<file path="src/rtl/s_cycle_arbiter.sv">
// Memory-cycle controller for the S address register: runs the 12-timepulse cycle,
// arbitrates S loads among CTR/SEQ/MON and sequences the S and parity strobes.
module s_cycle_arbiter #(
    parameter int ADDR_W       = 12,
    parameter int ALARM_THRESH = 2,
    parameter int STARVE_MAX   = 4
) (
    input  logic              SIM_CLK,
    input  logic              SIM_RST,
    input  logic              EN,
    input  logic              CTR_REQ,
    input  logic [ADDR_W-1:0] CTR_ADDR,
    input  logic              SEQ_REQ,
    input  logic              SEQ_WR,
    input  logic [ADDR_W-1:0] SEQ_ADDR,
    input  logic              MON_REQ,
    input  logic              MON_WR,
    input  logic [ADDR_W-1:0] MON_ADDR,
    input  logic              PAR_OK,
    input  logic              ALARM_CLR,
    output logic [2:0]        GNT,
    output logic [3:0]        TP,
    output logic              CSG,
    output logic              WSG_n,
    output logic [ADDR_W-1:0] WL_OUT,
    output logic              TPARG_n,
    output logic              PCHK,
    output logic              PALE,
    output logic [7:0]        ERR_CNT,
    output logic              BUSY
);

    localparam logic [2:0] GNT_SEQ    = 3'b001;
    localparam logic [2:0] GNT_CTR    = 3'b010;
    localparam logic [2:0] GNT_MON    = 3'b100;
    localparam logic [3:0] TP_LAST    = 4'd12;
    localparam logic [7:0] STARVE_LIM = 8'(STARVE_MAX);
    localparam logic [2:0] FAIL_LIM   = 3'(ALARM_THRESH);
    localparam logic [2:0] FAIL_SAT   = 3'd7;
    localparam logic [7:0] ERR_SAT    = 8'd255;

    // Timepulse state
    logic [3:0]        tp_q, tp_d;
    logic              en_q, en_d;

    // Grant state for the current cycle
    logic [2:0]        gnt_q, gnt_d;
    logic [ADDR_W-1:0] addr_q, addr_d;
    logic              wr_q, wr_d;
    logic [7:0]        starve_q, starve_d;

    // Parity bookkeeping
    logic [2:0]        fail_q, fail_d;
    logic              pale_q, pale_d;
    logic [7:0]        err_q, err_d;

    // Registered strobes
    logic              csg_q, csg_d;
    logic              wsg_n_q, wsg_n_d;
    logic [ADDR_W-1:0] wl_q, wl_d;
    logic              pchk_q, pchk_d;
    logic              tparg_n_q, tparg_n_d;

    logic              arb_now;
    logic [2:0]        win;
    logic              granted;
    logic              hit_tp1;
    logic              hit_tp2;
    logic              hit_tp7;
    logic              hit_tp10;
    logic [2:0]        fail_base;
    logic              pale_base;

    always_comb begin
        tp_d = tp_q;
        if (EN) begin
            tp_d = (tp_q == TP_LAST) ? 4'd1 : tp_q + 4'd1;
        end
        // en_q remembers that the last clock entered the timepulse now in tp_q
        en_d = EN;
    end

    assign arb_now = EN && (tp_q == TP_LAST);

    always_comb begin
        win = 3'b000;
        if (MON_REQ && (starve_q == STARVE_LIM)) begin
            win = GNT_MON;
        end else if (CTR_REQ) begin
            win = GNT_CTR;
        end else if (SEQ_REQ) begin
            win = GNT_SEQ;
        end else if (MON_REQ) begin
            win = GNT_MON;
        end
    end

    always_comb begin
        gnt_d    = gnt_q;
        addr_d   = addr_q;
        wr_d     = wr_q;
        starve_d = starve_q;
        if (arb_now) begin
            gnt_d = win;
            case (win)
                GNT_CTR: begin
                    addr_d = CTR_ADDR;
                    wr_d   = 1'b1;
                end
                GNT_SEQ: begin
                    addr_d = SEQ_ADDR;
                    wr_d   = SEQ_WR;
                end
                GNT_MON: begin
                    addr_d = MON_ADDR;
                    wr_d   = MON_WR;
                end
                default: begin
                    addr_d = '0;
                    wr_d   = 1'b0;
                end
            endcase
            if (!MON_REQ || (win == GNT_MON)) begin
                starve_d = '0;
            end else if (starve_q != STARVE_LIM) begin
                starve_d = starve_q + 8'd1;
            end
        end
    end

    assign granted  = |gnt_q;
    assign hit_tp1  = granted && en_q && (tp_q == 4'd1);
    assign hit_tp2  = granted && en_q && (tp_q == 4'd2);
    assign hit_tp7  = granted && en_q && (tp_q == 4'd7);
    assign hit_tp10 = granted && en_q && (tp_q == 4'd10);

    always_comb begin
        csg_d     = hit_tp1;
        wsg_n_d   = !hit_tp2;
        wl_d      = hit_tp2 ? addr_q : '0;
        // CTR cycles are read-modify-write, so they get both the check and the generate
        pchk_d    = hit_tp7 && (!wr_q || (gnt_q == GNT_CTR));
        tparg_n_d = !(hit_tp10 && wr_q);
    end

    always_comb begin
        fail_base = ALARM_CLR ? 3'd0 : fail_q;
        pale_base = ALARM_CLR ? 1'b0 : pale_q;
        fail_d    = fail_base;
        pale_d    = pale_base;
        err_d     = err_q;
        if (pchk_d) begin
            if (!PAR_OK) begin
                if (err_q != ERR_SAT) begin
                    err_d = err_q + 8'd1;
                end
                fail_d = (fail_base == FAIL_SAT) ? FAIL_SAT : fail_base + 3'd1;
                if (fail_d >= FAIL_LIM) begin
                    pale_d = 1'b1;
                end
            end else begin
                fail_d = 3'd0;
            end
        end
    end

    always_ff @(posedge SIM_CLK) begin
        if (!SIM_RST) begin
            tp_q      <= TP_LAST;
            en_q      <= 1'b0;
            gnt_q     <= 3'b000;
            addr_q    <= '0;
            wr_q      <= 1'b0;
            starve_q  <= '0;
            fail_q    <= 3'd0;
            pale_q    <= 1'b0;
            err_q     <= 8'd0;
            csg_q     <= 1'b0;
            wsg_n_q   <= 1'b1;
            wl_q      <= '0;
            pchk_q    <= 1'b0;
            tparg_n_q <= 1'b1;
        end else begin
            tp_q      <= tp_d;
            en_q      <= en_d;
            gnt_q     <= gnt_d;
            addr_q    <= addr_d;
            wr_q      <= wr_d;
            starve_q  <= starve_d;
            fail_q    <= fail_d;
            pale_q    <= pale_d;
            err_q     <= err_d;
            csg_q     <= csg_d;
            wsg_n_q   <= wsg_n_d;
            wl_q      <= wl_d;
            pchk_q    <= pchk_d;
            tparg_n_q <= tparg_n_d;
        end
    end

    assign GNT     = gnt_q;
    assign BUSY    = granted;
    assign TP      = tp_q;
    assign CSG     = csg_q;
    assign WSG_n   = wsg_n_q;
    assign WL_OUT  = wl_q;
    assign TPARG_n = tparg_n_q;
    assign PCHK    = pchk_q;
    assign PALE    = pale_q;
    assign ERR_CNT = err_q;

endmodule

</file>
<file path="config.mk">
export PLATFORM = sky130hd
export DESIGN_NAME = s_cycle_arbiter
export DESIGN_NICKNAME = d
export VERILOG_FILES = /design/src/rtl/s_cycle_arbiter.sv
export SDC_FILE = /design/constraint.sdc
export NUM_CORES = 1
export LEC_CHECK = 0
export CORE_MARGIN = 2
export CORE_UTILIZATION = 38
export DETAILED_ROUTE_END_ITERATION = 16
export PLACE_DENSITY = 0.69
export SLEW_MARGIN = 40
export SYNTH_ARGS = -nofsm -noshare
export SYNTH_HDL_FRONTEND = slang
export SYNTH_SLANG_ARGS = --single-unit
</file>
<file path="constraint.sdc">
create_clock -name SIM_CLK -period 5 [get_ports SIM_CLK]
set_clock_uncertainty 0.1 [all_clocks]
set_input_delay 1.5 -clock SIM_CLK [delete_from_list [all_inputs] [get_ports SIM_CLK]]
set_output_delay 1.5 -clock SIM_CLK [all_outputs]
set_load 0.01 [all_outputs]
</file>
==> results of run 1 <==
## worst register-to-register path, stage by stage, from the launching register on
cell and delay, ns:
dfxtp_1 0.47, ha_1 0.24, and4bb_1 0.25, nand3_2 0.23, or4_1 0.57, a21oi_1 0.14
## path summary, 6_finish.rpt
kind / from / endpoint / slack, ns / cells past startpoint
worst max-delay path: SIM_RST / WL_OUT[10] / 1.64 / 6
worst min-delay path: addr_q[9] / WL_OUT[9] / 0.35 / 1
worst max register to register: TP[0] / ERR_CNT[5] / 2.94 / 5
worst min register to register: addr_q[9] / WL_OUT[9] / 0.35 / 1
## cell type report
cell class / count / area (µm²) / area share
Multi-Input combinational cell: 200 / 1378 / 0.3741
Sequential cell: 57 / 1141 / 0.3099
Timing Repair Buffer: 82 / 810.8 / 0.2202
Clock buffer: 9 / 123.9 / 0.03364
Tap cell: 80 / 100.1 / 0.02718
Clock inverter: 7 / 95.09 / 0.02582
Inverter: 9 / 33.78 / 0.009174
## logic make-up after synthesis
| group | Yosys count | synth area share |
|---|---|---|
| flip-flops | 57 | 0.4304 |
| multiplexers | 16 | 0.06607 |
| XOR/XNOR | 7 | 0.02312 |
| AO/OA/AOI/OAI | 52 | 0.1359 |
| adder cells (fa/ha/maj) | 9 | 0.04247 |
| buffers and inverters | 27 | 0.05191 |
| AND/OR/NAND/NOR | 116 | 0.2501 |
## metrics by stage
| stage | setup WS, ns | util | instances | power [mW] | hold WS, ns |
|---|---|---|---|---|---|
| floorplan | 2.140 | - | 284 | 0.5772 | 0.2935 |
| global route | 1.491 | 0.5450 | 444 | 1.152 | 0.3721 |
| CTS | 1.613 | 0.5443 | 444 | 1.112 | 0.3539 |
| global placement | 1.342 | 0.5119 | 428 | 0.6411 | 0.3334 |
| finish | 1.642 | 0.5450 | 444 | 1.102 | 0.3481 |
| detailed placement | 1.272 | 0.5119 | 428 | 0.6440 | 0.3397 |
## state kept, by name (all words and copies together), names as in the netlist
signal / cells
WL_OUT: 12
addr_q: 12
ERR_CNT: 8
starve_q: 8
TP: 4
GNT: 3
fail_q: 3
CSG: 1
PALE: 1
PCHK: 1
TPARG_n: 1
WSG_n: 1
en_q: 1
wr_q: 1
## report_power, final
| part | internal (mW) | total, mW | switching [mW] |
|---|---|---|---|
| clock network | 0.279 | 0.467 | 0.188 |
| registers | 0.473 | 0.491 | 0.0180 |
| logic | 0.0785 | 0.144 | 0.0650 |
## Yosys cell counts, types with 2 or more instances
cell	instances
nand3b_1	3
a221oi_1	13
nand3_1	12
a21oi_1	15
and4_4	2
and3_1	2
nand4_1	5
buf_2	5
nand2b_1	3
buf_4	3
o21ai_0	8
mux2i_1	4
or3_1	3
o31ai_1	3
and2_1	14
or4_1	3
xor2_1	7
inv_1	8
nor3b_1	3
nor2b_1	2
o41ai_1	2
dfxtp_1	57
nor3_1	14
nor2_1	28
clkbuf_1	7
and4_1	2
nand2_1	12
ha_1	9
o311ai_0	2
mux2_2	12
## metal layers
layer / vias up / wire (µm) / global-route usage
met5: - / 0 / 0
met4: 0 / 31 / 0.05175
met3: 6 / 283 / 0.05655
met2: 42 / 3250 / 0.2727
met1: 1102 / 2855 / 0.2143
li1: 1181 / - / -
==> summary.txt, run 1 <==
Critical path
  – Critical Path RT: 5.18 ns
  – Slowest-stage cell, CP: nor3b_2
  – CP delay by family, top: simple AND/OR/NAND/NOR gates
  – Crit path largest cell delay: 0.58 ns
  – Worst EP arrival: approximately 3.5 ns
  – Worst-path fanout max: 17
  – CP Class: input pin to flip-flop
  – Worst path bufs/invs: 3
  – Sequence of cells on the critical path: clkdlybuf4s50_1, buf_4, inv_2, or3_1, nor3b_2, and2_1
  – Startpoint Class: input pin
  – Critical Path End Type: flip-flop

Synth
  – Syn. warnings: 0
  – Prevailing post-synth register cell: dfxtp_1
  – Area leader, netlist: dfxtp_1
  – Post-synth top area share: 0.4304
  – Synth area leaders: dfxtp_1, mux2_2, a221oi_1
  – Mapped Nets: 339
  – Post-synth ARST share: 0
  – Mean Syn Cell Area: ~9.3 µm²
  – Syn Inst Count: 284
  – Number of synthesized flops with an enable pin: 0
  – Seq/Total Area, Yosys: 0.4304
  – Mapped Area: 2651 µm²
  – Netlist cell types: 51
  – Seq cells post-synth: 57

Final layout
  – Fill cells: 601
  – Most common cell after layout, fill and taps aside: clkdlybuf4s50_1
  – Most frequent cells in the layout: clkdlybuf4s50_1, dfxtp_1, nor2_1
  – Fin area: 3682 µm²
  – Ant. Diodes: 0
  – Share of post-route cells with drive strength above 1: 0.1236
  – NumNets Final: 414
  – Area growth syn-to-layout: 38.89%

Clock tree
  – Clock Tree Buf Depth: 2
  – CTS H-tree lvls: 3
  – Worst-Skew Late Latency: between 0.3 and 0.4 ns
  – CTS Root Cell: clkbuf_8
  – CTS hold repair buffers: 0
  – CTS tree: done
  – Number of setup buffers added after CTS: 0
  – CTS buffer count: 9
  – Sink Count: 57
  – Post-cts repair resize count: 0
  – Clk slew on worst S/H paths: roughly 0.07 ns

Timing
  – F_max: between 200 and 300 MHz
  – RSZ-0062 raised after global routing: no
  – Period utilization: 0.6717
  – Setup TNS: 0 ns
  – Headroom to the max-slew limit: 0.5692
  – Final hold violations: 0
  – Crit path time final: 3.358 ns
  – Slew Viols, Final: 0
  – Final setup violation count: 0
  – Worst Tran Pin Value: between 0.6 and 0.7 ns

Worst hold path
  – Min-delay worst type: flip-flop to flip-flop

Global routing
  – Largest net degree at the start of global routing: 25
  – Antenna violations before repair: 0
  – First-pass GRT wire length: 10140 µm
  – Total track usage: 0.1689
  – Vias in the first global route: 2168
  – GRT overflow: 0

Floorplan
  – Die span in x: 87.53 µm
  – Die H: 87.53 µm
  – Row cnt: 30
  – Ports: 79
  – Core area: 6756 µm²
  – Initial core utilization: 0.3924
  – Full die area: 7662 µm²

Drt
  – Initial DRC Count: 129
  – DRC violations left: 0
  – Post-route ant nets: 0
  – Via count: 2331
  – 1st-pass router iterations: 4
  – Vias per cell: 5.250
  – Routed len/inst: 14.46 µm
  – Total Routed Length: 6420 µm

Power and ir drop
  – Peak supply drop: 0.0001664 V
  – Pleak: 1.349 nW
  – PD cells: 299.3 nW/µm²

Placement
  – Buffers on Ports: 78
  – GPL Wtd Cong: about 0.80
  – HPWL Detailed: 4660 µm
  – Cell Area, Placed: 3458 µm²

Flow run
  – Max Cap Viol: 0

Status
  – Status: complete, no violations
No activity file was read; power rests on OpenSTA's default activity.
==> run 2, diff against run 1 <==
--- a/config.mk
+++ b/config.mk
@@ -8,7 +8,7 @@
 export CORE_MARGIN = 2
 export CORE_UTILIZATION = 38
 export DETAILED_ROUTE_END_ITERATION = 16
-export PLACE_DENSITY = 0.69
+export PLACE_DENSITY = 0.71
 export SLEW_MARGIN = 40
 export SYNTH_ARGS = -nofsm -noshare
 export SYNTH_HDL_FRONTEND = slang
==> constraint.sdc (replaced) <==
create_clock -name SIM_CLK -period 2.8 [get_ports SIM_CLK]
set_clock_uncertainty 0.1 [all_clocks]
set_input_delay 0.84 -clock SIM_CLK [delete_from_list [all_inputs] [get_ports SIM_CLK]]
set_output_delay 0.84 -clock SIM_CLK [all_outputs]
set_load 0.01 [all_outputs]
==> summary.txt, run 2 (same netlist as run 1, synthesis figures left out) <==
Status
  – Status: complete, no violations

Clock tree
  – CTS H-tree lvls: 3
  – Number of setup buffers added after CTS: 0
  – CTS tree: done
  – Sink Count: 57
  – CTS Root Cell: clkbuf_8
  – CTS buffer count: 9
  – Clock Tree Buf Depth: 2
  – Clk slew on worst S/H paths: 0.07 ns
  – Worst-Skew Late Latency: around 0.33 ns
  – Post-cts repair resize count: 0
  – CTS hold repair buffers: 0

Drt
  – Via count: 2361
  – DRC violations left: 0
  – Total Routed Length: approximately 6600 µm
  – 1st-pass router iterations: 4
  – Post-route ant nets: 0
  – Initial DRC Count: 63
  – Routed len/inst: 14.77 µm
  – Vias per cell: 5.247

Floorplan
  – Core area: 6756 µm²
  – Die span in x: 87.53 µm
  – Row cnt: 30
  – Full die area: roughly 7700 µm²
  – Ports: between 70 and 80
  – Initial core utilization: 0.3924
  – Die H: 87.53 µm

Placement
  – HPWL Detailed: roughly 5000 µm
  – GPL Wtd Cong: 0.7879
  – Buffers on Ports: 78
  – Pre-CTS setup slack: 0.03748 ns

Critical path
  – Startpoint Class: flip-flop
  – Sequence of cells on the critical path: or3_1, clkdlybuf4s50_1
  – Worst-path fanout max: 7
  – Worst path bufs/invs: 1
  – CP Class: flip-flop to output pin
  – Slowest-stage cell, CP: clkdlybuf4s50_1
  – Worst EP arrival: 1.62 ns
  – Crit Reg-Reg Startpoint: TP[0]
  – CP delay by family, top: buffers and inverters
  – Reg2Reg Capture Point: ERR_CNT[3]
  – Critical Path RT: 1.86 ns
  – Reg2Reg Setup Slack: 0.74 ns
  – Worst R2R Path Depth: 5
  – Crit path largest cell delay: 0.49 ns
  – Critical Path End Type: output pin

Worst hold path
  – Worst Hold Path EP: TPARG_n
  – Min-Delay Startpoint: wr_q
  – Hold path depth: 1
  – Min-delay worst type: flip-flop to flip-flop

Global routing
  – Total track usage: 0.1779
  – Largest net degree at the start of global routing: 17
  – Antenna violations before repair: 0
  – Vias in the first global route: 2262
  – First-pass GRT wire length: 10580 µm
  – GRT overflow: 0

Timing
  – Worst Tran Pin Value: ~0.63 ns
  – Final hold violations: 0
  – RSZ-0062 raised after global routing: no
  – F_max: 391.1 MHz
  – Worst Slack Setup Final: 0.2431 ns
  – Headroom to the max-slew limit: 0.5799
  – Final setup violation count: 0
  – Slew Viols, Final: 0
  – Period utilization: 0.9132
  – Crit path time final: 2.557 ns

Final layout
  – Share of post-route cells with drive strength above 1: 0.1351
  – Finished Core Util: 0.5480
  – Ant. Diodes: 0
  – NumNets Final: 420
  – Most frequent cells in the layout: clkdlybuf4s50_1, dfxtp_1, nor2_1
  – Area growth syn-to-layout: 39.64%
  – Most common cell after layout, fill and taps aside: clkdlybuf4s50_1

Power and ir drop
  – Switching power: 488.5 µW
  – Combinational power share: 0.138
  – Switch share: 0.2559
  – Int Pwr: 1.420 mW
  – PD cells: 515.5 nW/µm²
  – Sequential Power Share: 0.461
  – Peak supply drop: 0.0003108 V
  – Pleak: approximately 1.4 nW
  – Clk pwr share: 0.401

Flow run
  – Max Cap Viol: 0
[run 2: cell count changes in the layout (fill, tap and decap cells not counted), sizes merged]
cell | before | now
buf | 4 | 10
bufinv | 2 | 1
clkbuf | 9 | 10
clkinv | 1 | 4
clkinvlp | 4 | 1
[run 2: area by class of cell]
type,instances,area (µm²)
tap,80,100.1
timing repair buffer,88,855.8
clock buffer,10,137.6
multi-input combinational,200,1376
clock inverter,6,57.56
inverter,9,33.78
sequential,57,1141
fill,618,3054
[run 2: power by group through the flow]
stage	Sequential, mW	Clock, mW	Combinational (mW)
after floorplan	0.886	0	0.145
after global placement	0.896	0	0.259
after detailed placement	0.897	0	0.264
after CTS	0.879	0.782	0.266
after global routing	0.885	0.810	0.291
final	0.879	0.766	0.264
[run 2: metal layers]
layer  track usage  part of all wire  wire length, µm
met5             0                 0                0
met4       0.09091             0.025              163
met3       0.03299             0.026              173
met2        0.2948              0.50             3334
met1        0.2208              0.45             2975
[run 2: metrics by stage]
step	instances	hold slack (ns)	TNS (ns)	power (mW)	area [µm²]
6_report	450	0.3560	0	1.909	3702
5_1_grt	450	0.3664	0	1.986	3702
4_1_cts	450	0.3548	0	1.927	3702
3_5_place_dp	434	0.3439	0	1.160	3507
3_3_place_gp	434	0.3394	-0.1852	1.155	3503
2_1_floorplan	284	0.2935	0	1.031	2651
[run 2: how the worst max path moves through the flow]
stage / from / to / slack, ns / cells after the start
after floorplan: CTR_REQ / addr_q[3] / 0.60 / 5
after global placement: MON_REQ / addr_q[3] / -0.03 / 5
final: GNT[0] / BUSY / 0.24 / 2
after detailed placement: PAR_OK / ERR_CNT[5] / 0.04 / 5
after global routing: GNT[0] / BUSY / 0.20 / 2
after CTS: GNT[0] / BUSY / 0.23 / 2
